**config.mk**
```make
export PLATFORM = sky130hd
export DESIGN_NAME = periferico_rx
export DESIGN_NICKNAME = d
export VERILOG_FILES = /design/src/rtl/periferico_rx.sv
export SDC_FILE = /design/constraint.sdc
export NUM_CORES = 1
export LEC_CHECK = 0
export CAP_MARGIN = 20
export CORE_UTILIZATION = 30
export DETAILED_ROUTE_END_ITERATION = 6
export DONT_BUFFER_PORTS = 1
export GPL_TIMING_DRIVEN = 0
export SLEW_MARGIN = 25
export SYNTH_ARGS = -nofsm -noshare
export SYNTH_HDL_FRONTEND = slang
export SYNTH_SLANG_ARGS = --single-unit
```
**constraint.sdc**
```tcl
create_clock -name per_clk -period 6.6 [get_ports per_clk]
set_clock_uncertainty 0.1 [all_clocks]
set_input_delay 0.99 -clock per_clk [delete_from_list [all_inputs] [get_ports per_clk]]
set_output_delay 0.99 -clock per_clk [all_outputs]
set_load 0.02 [all_outputs]
```
**src/rtl/periferico_rx.sv**
```systemverilog
// Receive endpoint of the CPU 4-bit send/ack channel: 4-phase handshake into a show-ahead FIFO.
// Optional 2-flop request synchronizer enabled by defining PERIFERICO_RX_SYNC_EN.
module periferico_rx #(
  parameter int DATA_W = 4,
  parameter int DEPTH  = 4,
  parameter int CNT_W  = 3
) (
  input  logic              per_clk,
  input  logic              per_rst,
  input  logic              per_send,
  input  logic [DATA_W-1:0] per_dados,
  output logic              per_ack,
  input  logic              per_rd,
  output logic [DATA_W-1:0] per_rd_dados,
  output logic              per_empty,
  output logic              per_full,
  output logic [CNT_W-1:0]  per_count,
  output logic [7:0]        per_total
);

  localparam int PTR_W = $clog2(DEPTH);

  localparam logic [0:0] ST_IDLE     = 1'b0;
  localparam logic [0:0] ST_WAIT_LOW = 1'b1;

  logic [0:0]        state_r;
  logic [0:0]        state_nxt_s;
  logic              ack_r;
  logic              ack_nxt_s;
  logic              send_s;
  logic              wr_s;
  logic              rd_s;
  logic [PTR_W-1:0]  wr_ptr_r;
  logic [PTR_W-1:0]  rd_ptr_r;
  logic [CNT_W-1:0]  count_r;
  logic [7:0]        total_r;
  logic [DATA_W-1:0] mem_r [DEPTH];

`ifdef PERIFERICO_RX_SYNC_EN
  logic [1:0] sync_r;

  // Two-flop synchronizer for the request line; data needs none since it is stable while send is high.
  always_ff @(posedge per_clk or posedge per_rst) begin
    if (per_rst) begin
      sync_r <= 2'b00;
    end else begin
      sync_r <= {sync_r[0], per_send};
    end
  end

  assign send_s = sync_r[1];
`else
  assign send_s = per_send;
`endif

  assign per_ack      = ack_r;
  assign per_count    = count_r;
  assign per_total    = total_r;
  assign per_full     = (count_r == CNT_W'(DEPTH));
  assign per_empty    = (count_r == {CNT_W{1'b0}});
  assign per_rd_dados = mem_r[rd_ptr_r];

  // Handshake FSM next state; a full FIFO simply keeps us in IDLE so the sender stalls.
  always_comb begin
    state_nxt_s = state_r;
    ack_nxt_s   = ack_r;
    wr_s        = 1'b0;
    case (state_r)
      ST_IDLE: begin
        if (send_s && !per_full) begin
          wr_s        = 1'b1;
          ack_nxt_s   = 1'b1;
          state_nxt_s = ST_WAIT_LOW;
        end else begin
          ack_nxt_s   = 1'b0;
          state_nxt_s = ST_IDLE;
        end
      end
      ST_WAIT_LOW: begin
        if (!send_s) begin
          ack_nxt_s   = 1'b0;
          state_nxt_s = ST_IDLE;
        end else begin
          ack_nxt_s   = 1'b1;
          state_nxt_s = ST_WAIT_LOW;
        end
      end
      default: begin
        ack_nxt_s   = 1'b0;
        state_nxt_s = ST_IDLE;
      end
    endcase
  end

  // Pops are judged on the pre-edge count, so a read of an empty FIFO is dropped even if a write lands.
  always_comb begin
    if (per_rd && !per_empty) begin
      rd_s = 1'b1;
    end else begin
      rd_s = 1'b0;
    end
  end

  // Handshake state, ack and accepted-word counter.
  always_ff @(posedge per_clk or posedge per_rst) begin
    if (per_rst) begin
      state_r <= ST_IDLE;
      ack_r   <= 1'b0;
      total_r <= 8'd0;
    end else begin
      state_r <= state_nxt_s;
      ack_r   <= ack_nxt_s;
      if (wr_s) begin
        total_r <= total_r + 8'd1;
      end
    end
  end

  // FIFO storage, pointers and occupancy; pointers wrap naturally at DEPTH.
  always_ff @(posedge per_clk or posedge per_rst) begin
    if (per_rst) begin
      wr_ptr_r <= {PTR_W{1'b0}};
      rd_ptr_r <= {PTR_W{1'b0}};
      count_r  <= {CNT_W{1'b0}};
      for (int i = 0; i < DEPTH; i++) begin
        mem_r[i] <= {DATA_W{1'b0}};
      end
    end else begin
      if (wr_s) begin
        mem_r[wr_ptr_r] <= per_dados;
        wr_ptr_r        <= wr_ptr_r + PTR_W'(1);
      end
      if (rd_s) begin
        rd_ptr_r <= rd_ptr_r + PTR_W'(1);
      end
      case ({wr_s, rd_s})
        2'b10:   count_r <= count_r + CNT_W'(1);
        2'b01:   count_r <= count_r - CNT_W'(1);
        default: count_r <= count_r;
      endcase
    end
  end

endmodule

```
* Word-level counts from Yosys, hierarchy flattened
Cells that the tools add are included.
** Word-level totals
- Output and inout port bits :: 18
- Word-level logic and storage cells :: 42
- Flip-flop bits (word level) :: 32
- Bits of input ports :: 8
** Cells by class
- Equal/unequal tests :: 3
- Reduce and logical (&&, ||, !) cells :: 7
- Bitwise operators :: 3
- Mux-type cells :: 12
- Add/sub/neg operators :: 5
- $lt $le $gt $ge :: 3
** Operators by type and width (number)
- 16-bit bitwise mux :: 1
- 4-bit two-way mux :: 3
- 8-bit by 1-bit adder with 8-bit output, second input constant :: 1
- 4-bit binary-select mux with 2-bit select :: 1
- 4-bit demux with 2-bit select :: 1
- 3-bit greater-or-equal comparator, second input constant :: 2
- 2-bit NOT with 3-bit output :: 2
- 3-bit one-hot mux with 2 select lines :: 1
- 2-bit by 1-bit adder with 2-bit output, second input constant :: 2
- 1-bit two-way mux :: 4
- 3-bit by 1-bit adder with 3-bit output, second input constant :: 1
- 3-bit equality test, second input constant :: 1
- 1-bit logical AND :: 3
- 3-bit zero test :: 1
- 3-bit by 1-bit < comparator with 1-bit output, second input constant :: 1
- 3-bit by 1-bit subtractor with 3-bit output, second input constant :: 1
- 2-bit by 1-bit equality test with 1-bit output, second input constant :: 1
- 2-bit equality test, second input constant :: 1
- 1-bit zero test :: 2
- 1-bit one-hot mux with 2 select lines :: 1
- 2-bit nonzero test :: 1
- 1-bit NOT :: 1

* Logic depth before layout (Yosys ltp)
Gate-level depths: netlist (run 1).
- Depth after elaboration :: 7
- Gate-level depth with buffers :: 11
- Mapped depth without buffers :: 10

* Least setup slack after synthesis (run 1)
No wires, ideal clock.
- Path kind :: reg-to-reg
- Start :: register count_r[0], in the netlist per_count[0]
- End :: register count_r[2], in the netlist per_count[2]
- Arrival :: 2214 ps
- Path buffers :: 1
- Setup slack :: 4206 ps
- Clock period less this slack :: 2394 ps
- Stages on the path, launching flop included :: 12
- Data required time :: 6420 ps
- Path through :: dfrtp_1 > or3b_1 > buf_6 > inv_12 > nor3b_4 > inv_1 > ha_1 > inv_1 > fa_1 > xor2_1 > nor2_1 > xor2_1
** Between the ends
- Word-level cells in the longest chain between the ends :: 7
- Elaborated cells between the ends (all ways) :: 15
** Ends and longest elaborated chain
- start: declaration :: RTL line 35 : logic [CNT_W-1:0] count_r;
- start signal: assignment :: RTL line 124 : count_r <= {CNT_W{1'b0}};
- start signal: assignment :: RTL line 137 : 2'b10: count_r <= count_r + CNT_W'(1);
- start signal: assignment :: RTL line 138 : 2'b01: count_r <= count_r - CNT_W'(1);
- 3-bit equality test (*) :: RTL line 59 : assign per_full = (count_r == CNT_W'(DEPTH));
- via per_full :: RTL line 16 : output logic per_full,
- 1-bit zero test (*) :: RTL line 70 : if (send_s && !per_full) begin
- 1-bit logical AND (*) :: RTL line 70
- 1-bit two-way mux (*) :: RTL line 70
- 1-bit two-way mux (*) :: RTL line 68 : case (state_r)
- 2-bit by 1-bit equality test with 1-bit output or 2-bit equality test (tied branches) :: RTL line 136 : case ({wr_s, rd_s})
- 3-bit one-hot mux with 2 select lines or 2-bit nonzero test (tied branches)
The timed path passes the listed nets; every way through them passes the cells marked *.
A chain may end at the register's enable or synchronous reset.

* Worst setup path in the final report (run 1)
- Start :: register rd_ptr_r[0]
- End :: output port per_rd_dados[3]
** Between the ends
- Word-level cells in the longest chain between the ends :: 4
** Ends and longest elaborated chain
- start: declaration :: RTL line 34 : logic [PTR_W-1:0] rd_ptr_r;
- start signal: assignment :: RTL line 123 : rd_ptr_r <= {PTR_W{1'b0}};
- start signal: assignment :: RTL line 134 : rd_ptr_r <= rd_ptr_r + PTR_W'(1);
- 2-bit NOT with 3-bit output (not written as such) :: RTL line 61 : assign per_rd_dados = mem_r[rd_ptr_r];
- 4-bit binary-select mux with 2-bit select :: RTL line 61
- 4-bit two-way mux (not written as such) (2 in series) :: RTL line 61
- end: declaration :: RTL line 14 : output logic [DATA_W-1:0] per_rd_dados,
No other way between the ends. The select of a mux whose other input is x is not followed.

==> impl_metrics.csv, run 1 <==
group,metric,value,unit
critical_path,critPathCaptureType,"output port",
power_and_ir_drop,p_int,576.7,uW
floorplan,coreArea,0.005238,mm^2
hold_path,hold_start,"mem_r[7]$_DFFE_PP0P_",
floorplan,die_h,76.48,um
grt,antenna_found_initial,0,
clock_network,clockRootBuffer,"clkbuf_8",
timing,hold_viol,0,
logic_synthesis,ys_ff_latch,32,
critical_path,critical-path-slowest-cell,"mux4_2",
placement,portBuffers,0,
placement,dpl-instance-area,0.001752,mm^2
power_and_ir_drop,share_comb_of_total_power,39.7,%
timing,drv_slew,0,
timing,finalSetupViolCount,0,
final_layout,design_area,0.001848,mm^2
clock_network,cts_tree,"built",
grt,grt_first_pass_wirelength,5106,um
power_and_ir_drop,leakage,0.8150,nW
routing,drc,0,
critical_path,r2r-end,"per_count[2]$_DFFE_PP0P_",
timing,fmax,0.3689,GHz
floorplan,initial_core_util,31.77,%
logic_synthesis,yosysWarnings,0,
routing,antenna_left,0,
final_layout,drive_gt1_share,32.77,%
critical_path,cp.required,5.51,ns
routing,wl_per_cell,15.26,um
clock_network,clk_pin_slew,0.07,ns
power_and_ir_drop,power_density,504.1,mW/mm^2
timing,tns,0,ns
logic_synthesis,synthCells,112,
routing,vias,857,
logic_synthesis,ys_seq_area_share,48.12,%
placement,gp_congestion,0.7571,
final_layout,fin_util,35.28,%
critical_path,critPathKind,"flop to output port",
timing,fin_ws,3.889,ns
critical_path,cp.arrival,1.62,ns
clock_network,h-tree-depth,2,
power_and_ir_drop,ir_worst_vdd,213.5,uV
grt,grt_max_degree,33,
routing,dr.pass1.iters,3,
power_and_ir_drop,switching_share,38.09,%
placement,dp_slack,4.001,ns
critical_path,r2r-start,"per_count[0]$_DFFE_PP0P_",
critical_path,start_kind,"flop",
routing,wl,2884,um
timing,min_period,2.711,ns
clock_network,worstSkewPairLatency,0.28,ns
power_and_ir_drop,clkPwrFrac,17.2,%
critical_path,cp_slowest_stage_delay,0.66,ns
logic_synthesis,avgSynthCellArea,14.86,um^2
routing,routed.top_layer,"met4",
final_layout,area_growth_syn_to_layout,11.05,%
grt,grt_pass1_vias,969,
timing,worst_pin_slew,0.6656,ns
floorplan,row_count,26,
floorplan,boundaryPins,26,
routing,met2_length,1478,um
timing,finalCritPeriodShare,41.07,%
clock_network,numCtsBuffers,5,
flow_run,timing.max_cap.violations,0,
routing,drt_iter0_markers,42,
logic_synthesis,yosysUniqueCellTypes,28,
power_and_ir_drop,p_sw,354.8,uW
final_layout,final_nets,134,
routing,routed-wl-met3,119,um
critical_path,crit_path_max_fanout,6,
timing,max_slew_margin,55.56,%
routing,wirelength_met1,1227,um
hold_path,whs_path_depth,1,
placement,place_hpwl,2092,um
clock_network,cts_max_path_buffers,2,
final_layout,antenna_cells,0,
clock_network,post_cts_resized,0,
grt,overflow,0,
power_and_ir_drop,pwr-share-seq,43.0,%
placement,dp.cells,182,
hold_path,holdPathEnd,"mem_r[7]$_DFFE_PP0P_",
critical_path,reg2reg_slack,4.01,ns
power_and_ir_drop,finalPower,931.6,uW
critical_path,r2r.worst_path.cells,11,
clock_network,cts.sinks,32,
final_layout,fin_cells,189,
routing,viasPerCell,4.534,
timing,timing.hold.ws,0.4078,ns
critical_path,crit_chain,"clkbuf_1 > mux4_2",
clock_network,hold_buffers,0,
hold_path,hold_path.class,"flop to flop",
logic_synthesis,syn-num-nets,127,
logic_synthesis,netlist_area,0.001664,mm^2
timing,rsz0062_at_grt,"no",
floorplan,chipWidth,76.48,um
floorplan,dieArea,0.005849,mm^2
grt,gr-usage-all-layers,11.69,%
clock_network,cts_setup_buffers,0,
run_status,status,"finished, final reports clean",
-- registers in the layout, indices dropped and copies added, names as in the netlist --
| signal | flops |
|---|---|
| mem_r | 16 |
| per_ack | 1 |
| wr_ptr_r | 2 |
| rd_ptr_r | 2 |
| per_total | 8 |
| per_count | 3 |
-- cells in the mapped netlist --
master     n  share of area (%)
dfrtp_1   32                 48
mux2i_1    1               0.60
nand3b_1   1               0.45
nand3_1    2               0.60
nor3_4     4                3.9
nor3b_4    1                1.1
mux2_4    18                 16
mux4_2     4                5.4
nor3b_1    1               0.45
xnor2_1    6                3.2
or3b_1     1               0.53
inv_1      7                1.6
nor2_1     2               0.45
nand2_1    6                1.4
ha_1       6                4.5
fa_1       1                1.2
clkbuf_1   1               0.23
and3_1     1               0.38
inv_12     1               0.98
nand4_1    1               0.38
o21a_1     1               0.45
buf_6      1               0.68
and4_1     1               0.53
and4b_1    1               0.60
xor2_1     7                3.7
o31a_2     1               0.60
nor3_1     2               0.60
buf_12     1                1.2
-- layout by cell type, fill, tap and decap left out, drive strengths merged, types with 2 or more instances in the layout --
cell type  instances
nor3b              2
nand2              6
mux2              18
nor3               6
dfrtp             32
ha                 6
clkbuf             8
nand3              2
xnor2              6
xor2               7
mux4               4
inv                8
nor2               2
buf                2
-- how the worst max path moves through the flow --
stage	from	end	slack (ns)	cells past startpoint
6_report	rd_ptr_r[0]$_DFFE_PP0P_	per_rd_dados[3]	3.89	2
5_1_grt	rd_ptr_r[0]$_DFFE_PP0P_	per_rd_dados[0]	3.76	2
4_1_cts	rd_ptr_r[0]$_DFFE_PP0P_	per_rd_dados[3]	3.86	2
3_5_place_dp	per_count[0]$_DFFE_PP0P_	per_count[2]$_DFFE_PP0P_	4.00	11
3_3_place_gp	per_count[0]$_DFFE_PP0P_	per_count[2]$_DFFE_PP0P_	4.10	11
2_1_floorplan	per_count[0]$_DFFE_PP0P_	per_count[2]$_DFFE_PP0P_	4.21	11
-- worst max-delay path: cells and delay by family, from the launching register on --
| family | cells | cell delay, ns |
|---|---|---|
| buf+inv | 1 | 0.37 |
| flops | 1 | 0.32 |
| mux | 1 | 0.66 |
-- cell type report --
type | instances | area (um^2)
fill | 496 | 3390
buffer | 3 | 35.03
clock buffer | 7 | 96.34
tap | 70 | 87.58
sequential | 32 | 800.8
inverter | 8 | 42.54
multi-input combinational | 69 | 785.8
-- metal layers --
metal	global-route usage (%)	vias up
li1	-	401
met1	13.97	431
met2	18.56	18
met3	4.551	7
met4	5.192	0
met5	0	-
-- cells by family after synthesis --
logic type | after synthesis | synth area share (%)
flops | 32 | 48.12
simple gates | 24 | 11.35
mux | 23 | 22.26
xor+xnor | 13 | 6.842
buf+inv | 11 | 4.662
fa+ha+maj | 7 | 5.714
compound gates | 2 | 1.053
-- power groups by stage --
stage	combinational [mW]	clock [mW]	sequential, mW
global route	0.406	0.175	0.416
finish	0.370	0.161	0.401
CTS	0.378	0.167	0.403
global placement	0.362	0	0.396
floorplan	0.330	0	0.380
detailed placement	0.376	0	0.406
(Power assumes the default switching activity.)
==> run 2: changes to the inputs <==
- ABC_AREA: unset -> 1
- clock period: 6.6 -> 2.6 ns (I/O delays scaled with it)
==> run 2 against run 1 <==
Against the previous run: the flow now finishes with violations (negative hold slack); core utilization is 0.79 points lower; critical path depth increased by 9; largest power group is now combinational logic; critical endpoint is now per_count[2]$_DFFE_PP0P_; sequential cell count is the same; power rose to 2.5 times the previous value.
==> impl_metrics.csv, run 2 <==
group,metric,value,unit
final_layout,drive_gt1_share,11.43,%
logic_synthesis,synthArstFlopShare,100.0,%
final_layout,top_register,"mem_r",
logic_synthesis,avgSynthCellArea,8.382,um^2
critical_path,start_kind,"flop",
floorplan,row_count,27,
floorplan,initial_core_util,31.09,%
timing,tns,0,ns
power_and_ir_drop,power_density,1240,mW/mm^2
logic_synthesis,ys_ff_latch,32,
timing,fmax,0.4635,GHz
clock_network,cts_tree,"built",
routing,antenna_left,0,
clock_network,post_cts_resized,0,
final_layout,final_nets,225,
logic_synthesis,yosysUniqueCellTypes,23,
timing,max_slew_margin,54.17,%
timing,finalSetupViolCount,0,
grt,grt_max_degree,33,
clock_network,cts.sinks,32,
critical_path,cp.arrival,2.22,ns
critical_path,cp.required,2.66,ns
logic_synthesis,synthAdderAreaFrac,5.588,%
placement,dp_slack,0.4295,ns
timing,worst_pin_slew,0.6864,ns
floorplan,coreArea,0.005473,mm^2
logic_synthesis,yosys.area.top_type,"dfrtp_1",
floorplan,die_h,77.32,um
power_and_ir_drop,p_int,1.279,mW
floorplan,boundaryPins,26,
grt,grt_pass1_vias,1287,
critical_path,critical-path-slowest-cell,"dfrtp_1",
logic_synthesis,synthSimpleGateAreaFrac,23.38,%
clock_network,worstSkewPairLatency,0.28,ns
run_status,status,"finished, violations left",
logic_synthesis,synth_top_area_share,47.06,%
logic_synthesis,synth.most_common_cell,"nand2_1",
timing,hold_viol,16,
grt,gr-usage-all-layers,12.99,%
timing,rsz0062_at_grt,"no",
clock_network,clockRootBuffer,"clkbuf_8",
clock_network,cts_setup_buffers,0,
critical_path,crit_chain,"inv_1 > nand3_2 > nand2_4 > buf_12 > ha_1 > inv_1 > fa_1 > nor2_1 > nor2_1 > nand2_1 > xnor2_1",
routing,vias,1279,
critical_path,crit_path_max_fanout,10,
routing,wl,3543,um
power_and_ir_drop,ir_worst_vdd,344.9,uV
critical_path,reg2reg_slack,0.44,ns
power_and_ir_drop,p_sw,1.063,mW
power_and_ir_drop,pwr-share-seq,40.7,%
placement,place_hpwl,2549,um
critical_path,cp_slowest_stage_delay,0.47,ns
power_and_ir_drop,leakage,0.9280,nW
final_layout,largest_register_ffs,16,
flow_run,timing.max_cap.violations,0,
logic_synthesis,yosysWarnings,0,
logic_synthesis,synth_edf_count,0,
final_layout,antenna_cells,0,
power_and_ir_drop,clkPwrFrac,17.6,%
routing,wl_per_cell,12.56,um
logic_synthesis,synth_mux_area_share,0,%
routing,drc,0,
logic_synthesis,synthCells,203,
floorplan,chipWidth,77.32,um
timing,fin_ws,0.4423,ns
timing,min_period,2.158,ns
power_and_ir_drop,switching_share,45.39,%
logic_synthesis,synth_compound_area_share,11.69,%
floorplan,dieArea,0.005978,mm^2
critical_path,critPathKind,"flop to flop",
timing,drv_slew,0,
routing,drt_iter0_markers,86,
placement,gp_congestion,0.8360,
logic_synthesis,ys_seq_area_share,47.06,%
final_layout,regArea,800.8,um^2
logic_synthesis,synth_top_flop_cell,"dfrtp_1",
critical_path,critPathCaptureType,"flop",
power_and_ir_drop,share_comb_of_total_power,41.7,%
logic_synthesis,netlist_area,0.001702,mm^2
hold_path,hold_path.class,"input pin to async pin",
logic_synthesis,synth_xor_area_share,4.485,%
routing,dr.pass1.iters,4,
grt,antenna_found_initial,0,
logic_synthesis,synth_common_cells,"nand2_1, dfrtp_1, inv_1",
final_layout,final_cell_mix,"nand2_1, dfrtp_1, inv_1, nor2_1, o21ai_0",
clock_network,clk_pin_slew,0.07,ns
clock_network,cts_max_path_buffers,2,
logic_synthesis,syn-num-nets,218,
final_layout,area_growth_syn_to_layout,10.96,%
routing,viasPerCell,4.535,
final_layout,nFillCells,579,
final_layout,final_common_cell,"nand2_1",
clock_network,hold_buffers,0,
timing,timing.hold.ws,-0.01225,ns
grt,grt_first_pass_wirelength,5934,um
timing,finalCritPeriodShare,82.99,%
run_status,violations,"negative hold slack",
placement,portBuffers,0,
clock_network,h-tree-depth,2,
grt,overflow,0,
final_layout,multi_input_area,768.2,um^2
clock_network,numCtsBuffers,5,
logic_synthesis,synth_top_family_by_area,"simple AND/OR/NAND/NOR gates",
logic_synthesis,synthTopCellsByArea,"dfrtp_1, nand2_1, o21ai_0",
-- run 2: cell types whose count changed after synthesis, sizes merged, moves of 4 or more --
| cell | delta |
|---|---|
| mux2 | -18 |
| inv | +13 |
| o22ai | +4 |
| nor2 | +19 |
| o21ai | +31 |
| nor3 | -6 |
| mux4 | -4 |
| nand2 | +64 |
-- run 2: path summary, 6_finish.rpt --
check,startpoint,end,depth (start not counted)
worst max-delay path,per_count[1]$_DFFE_PP0P_,per_count[2]$_DFFE_PP0P_,11
worst min-delay path,per_rst,per_count[0]$_DFFE_PP0P_,1
worst max register to register,per_count[1]$_DFFE_PP0P_,per_count[2]$_DFFE_PP0P_,11
worst min register to register,mem_r[5]$_DFFE_PP0P_,mem_r[5]$_DFFE_PP0P_,2
max in group asynchronous,per_rst,mem_r[1]$_DFFE_PP0P_,1
min in group per_clk,per_dados[2],mem_r[2]$_DFFE_PP0P_,2
-- run 2: stage by stage --
stage / power [mW] / std cells / instance area (um^2) / utilization, %
2_1_floorplan: 1.730 / 203 / 1702 / -
3_3_place_gp: 1.925 / 275 / 1792 / 32.74
3_5_place_dp: 1.954 / 275 / 1792 / 32.74
4_1_cts: 2.376 / 282 / 1888 / 34.50
5_1_grt: 2.540 / 282 / 1888 / 34.50
6_report: 2.341 / 282 / 1888 / 34.50
-- run 2: cells by family (layout without fill, tap and decap cells) --
family	after synthesis	after routing
compound gates	35	35
xor+xnor	7	7
fa+ha+maj	7	7
buf+inv	26	33
flops	32	32
simple gates	96	96
-- run 2: per-layer routing --
metal  routed length (um)  track usage [%]  vias up
met4                   90            7.170        0
met1                 1595            15.37      586
met5                    0                0        -
li1                     -                -      649
met3                  207            5.000        9
met2                 1649            20.09       35
-- run 2: layout make-up --
class / count / area share (%)
buffer: 4 / 2.651
clock buffer: 7 / 5.103
inverter: 22 / 4.374
multi-input combinational: 145 / 40.69
sequential: 32 / 42.41
tap: 72 / 4.771
-- run 2: power groups by stage --
stage | combinational, mW | clock [mW] | sequential, mW
2_1_floorplan | 0.812 | 0 | 0.918
3_3_place_gp | 0.966 | 0 | 0.959
3_5_place_dp | 0.988 | 0 | 0.966
4_1_cts | 0.992 | 0.427 | 0.957
5_1_grt | 1.11 | 0.447 | 0.983
6_report | 0.977 | 0.412 | 0.952
-- run 2: critical path, delay by kind of cell, from the launching register on --
kind	cells	cell delay, ns
xor gates and xnor gates	1	0.06
adders and majority gates	2	0.52
and+or+nand+nor	5	0.50
DFF	1	0.47
buffers and inverters	3	0.37
==> run 3: changes to the inputs <==
- ABC_AREA: 1 -> 0
- clock period: 2.6 -> 1.8 ns (I/O delays scaled with it)
==> run 3 against run 2 <==
Against the previous run: the flow finishes with violations (negative setup slack); core utilization up 3.6 points; worst hold slack improved by 0.043 ns; combinational power rose by 56%; power rose by 52%; first-iteration DRC count is 27% lower; count of clock-buffer cells in the layout decreased by 1; register-to-register slack worse by 0.94 ns; wire length down 14%; critical endpoint unchanged; largest power group is now sequential cells.
==> impl_metrics.csv, run 3 (same netlist as run 1, synthesis figures left out) <==
group,metric,value,unit
grt,antenna_found_initial,0,
critical_path,endpoint,"per_count[2]$_DFFE_PP0P_",
grt,grt_max_degree,33,
clock_network,h-tree-depth,2,
critical_path,cp.required,1.90,ns
final_layout,antenna_cells,0,
grt,gr-usage-all-layers,11.27,%
timing,hold_viol,0,
routing,viasPerCell,4.527,
power_and_ir_drop,p_int,2.188,mW
critical_path,cp_slowest_stage_delay,0.47,ns
run_status,violations,"negative setup slack",
routing,wl,3034,um
critical_path,cpLargestDelayFamily,"simple AND/OR/NAND/NOR gates",
power_and_ir_drop,clkPwrFrac,14.3,%
routing,wl_per_cell,15.09,um
floorplan,dieArea,0.005849,mm^2
critical_path,r2r-start,"per_count[1]$_DFFE_PP0P_",
critical_path,critPathCaptureType,"flop",
final_layout,final_common_cell,"dfrtp_1",
timing,rsz0062_at_grt,"yes",
timing,worst_pin_slew,0.6739,ns
power_and_ir_drop,switching_share,38.41,%
timing,fmax,0.4354,GHz
timing,drv_slew,0,
grt,grt_first_pass_wirelength,4968,um
power_and_ir_drop,leakage,0.8738,nW
floorplan,row_count,26,
run_status,status,"finished, violations left",
timing,min_period,2.297,ns
timing,max_slew_margin,55.01,%
critical_path,start_kind,"flop",
placement,place_hpwl,2098,um
placement,portBuffers,0,
critical_path,critical-path-slowest-cell,"dfrtp_2",
critical_path,crit_cells,11,
critical_path,r2r-end,"per_count[2]$_DFFE_PP0P_",
timing,finalSetupViolCount,13,
routing,drt_iter0_markers,63,
grt,grt_pass1_vias,958,
critical_path,crit_path_max_fanout,5,
critical_path,critPathBufInv,4,
routing,drc,0,
critical_path,critPathKind,"flop to flop",
clock_network,clk_pin_slew,0.06,ns
clock_network,cts_tree,"built",
clock_network,worstSkewPairLatency,0.28,ns
power_and_ir_drop,share_comb_of_total_power,42.8,%
clock_network,numCtsBuffers,5,
critical_path,r2r.worst_path.cells,11,
clock_network,clockRootBuffer,"clkbuf_8",
power_and_ir_drop,power_density,1780,mW/mm^2
grt,grt_use_met1,14.84,%
routing,dr.pass1.iters,4,
routing,vias,910,
floorplan,chipWidth,76.48,um
floorplan,initial_core_util,31.77,%
final_layout,largest_register_ffs,16,
final_layout,fin_util,38.10,%
final_layout,regArea,805.8,um^2
floorplan,coreArea,0.005238,mm^2
final_layout,multi_input_area,815.8,um^2
final_layout,drive_gt1_share,45.80,%
timing,fin_ws,-0.4970,ns
grt,met3_usage,5.150,%
hold_path,hold_path.class,"input pin to flop",
flow_run,timing.max_cap.violations,0,
grt,met2_usage,16.40,%
critical_path,crit_chain,"or3b_1 > buf_6 > inv_12 > nor3b_4 > inv_2 > ha_4 > inv_2 > fa_2 > xor2_1 > nor2_1 > xor2_1",
critical_path,reg2reg_slack,-0.50,ns
final_layout,area_growth_syn_to_layout,19.92,%
power_and_ir_drop,pwr-share-seq,42.9,%
timing,finalCritPeriodShare,127.6,%
power_and_ir_drop,ir_worst_vdd,739.9,uV
placement,gp_congestion,0.7634,
final_layout,nFillCells,479,
power_and_ir_drop,p_sw,1.364,mW
routing,antenna_left,0,
floorplan,boundaryPins,26,
power_and_ir_drop,finalPower,3.552,mW
critical_path,crit_start,"per_count[1]$_DFFE_PP0P_",
clock_network,cts_max_path_buffers,2,
floorplan,die_h,76.48,um
final_layout,top_register,"mem_r",
clock_network,cts.sinks,32,
grt,overflow,0,
critical_path,cp.arrival,2.40,ns
grt,busiest_layer,"met2",
final_layout,final_nets,146,
final_layout,final_cell_mix,"dfrtp_1, mux2_4, xor2_1",
run 3: cell types whose count changed in the layout (fill, tap and decap cells not counted), sizes merged, moves of 3 or more:
cell / previous run / this run
xnor2: 3 / 6
nor2: 21 / 2
o22ai: 4 / 0
nand2: 70 / 6
o21ai: 31 / 0
buf: 4 / 12
mux2: 0 / 18
mux4: 0 / 4
xor2: 4 / 7
nor3: 0 / 6
nand3: 5 / 2
inv: 21 / 9
run 3: metal layers:
metal  wire [um]  up-vias
met1        1443      461
met3         146        6
met5           0        -
li1            -      424
met2        1408       19
met4          36        0
run 3: final cells by class:
type                            count  area share (%)
Buffer                              2           1.567
Clock buffer                        6           3.636
Clock inverter                      1          0.2508
Inverter                            8           2.132
Multi-Input combinational cell     69           40.88
Sequential cell                    32           40.38
Tap cell                           70           4.389
Timing Repair Buffer               12           6.332
Timing Repair inverter              1          0.4389
run 3: metrics by stage:
stage / cells / hold slack (ns) / cell area, um^2 / setup WS (ns) / TNS (ns)
detailed placement: 182 / 0.1988 / 1770 / -0.6199 / -1.343
finish: 201 / 0.03035 / 1996 / -0.4970 / -1.729
global route: 201 / 0.01200 / 1996 / -0.5963 / -2.702
global placement: 182 / 0.2952 / 1770 / -0.5876 / -1.218
floorplan: 112 / 0.2860 / 1683 / -0.4936 / -0.8862
CTS: 193 / 0.0001735 / 1887 / -0.5373 / -1.565
run 3: how the worst min path moves through the flow:
stage	startpoint	slack, ns	end	depth (start not counted)
floorplan	per_rst	0.29	mem_r[0]$_DFFE_PP0P_	1
global placement	per_send	0.30	per_ack$_DFF_PP0_	1
detailed placement	per_rst	0.20	mem_r[8]$_DFFE_PP0P_	1
CTS	per_send	0.0002	per_ack$_DFF_PP0_	1
global route	per_dados[0]	0.01	mem_r[12]$_DFFE_PP0P_	1
finish	per_dados[2]	0.03	mem_r[14]$_DFFE_PP0P_	1
run 3: timing repair:
item / 4_1_cts / 5_1_grt
setup buffers: 3 / 8
resized for setup: 2 / 8
endpoints found under the hold margin: 32 / 1
pin swaps: 3 / 6
setup endpoints to repair: 17 / 16
hold buffers: 1 / 1
cloned: 1 / 0
run 3: power groups by stage:
| stage | logic, mW | registers [mW] | clock network [mW] |
|---|---|---|---|
| CTS | 1.42 | 1.52 | 0.530 |
| finish | 1.52 | 1.52 | 0.509 |
| global route | 1.65 | 1.57 | 0.568 |
| floorplan | 1.23 | 1.40 | 0 |
| global placement | 1.35 | 1.46 | 0 |
| detailed placement | 1.40 | 1.49 | 0 |
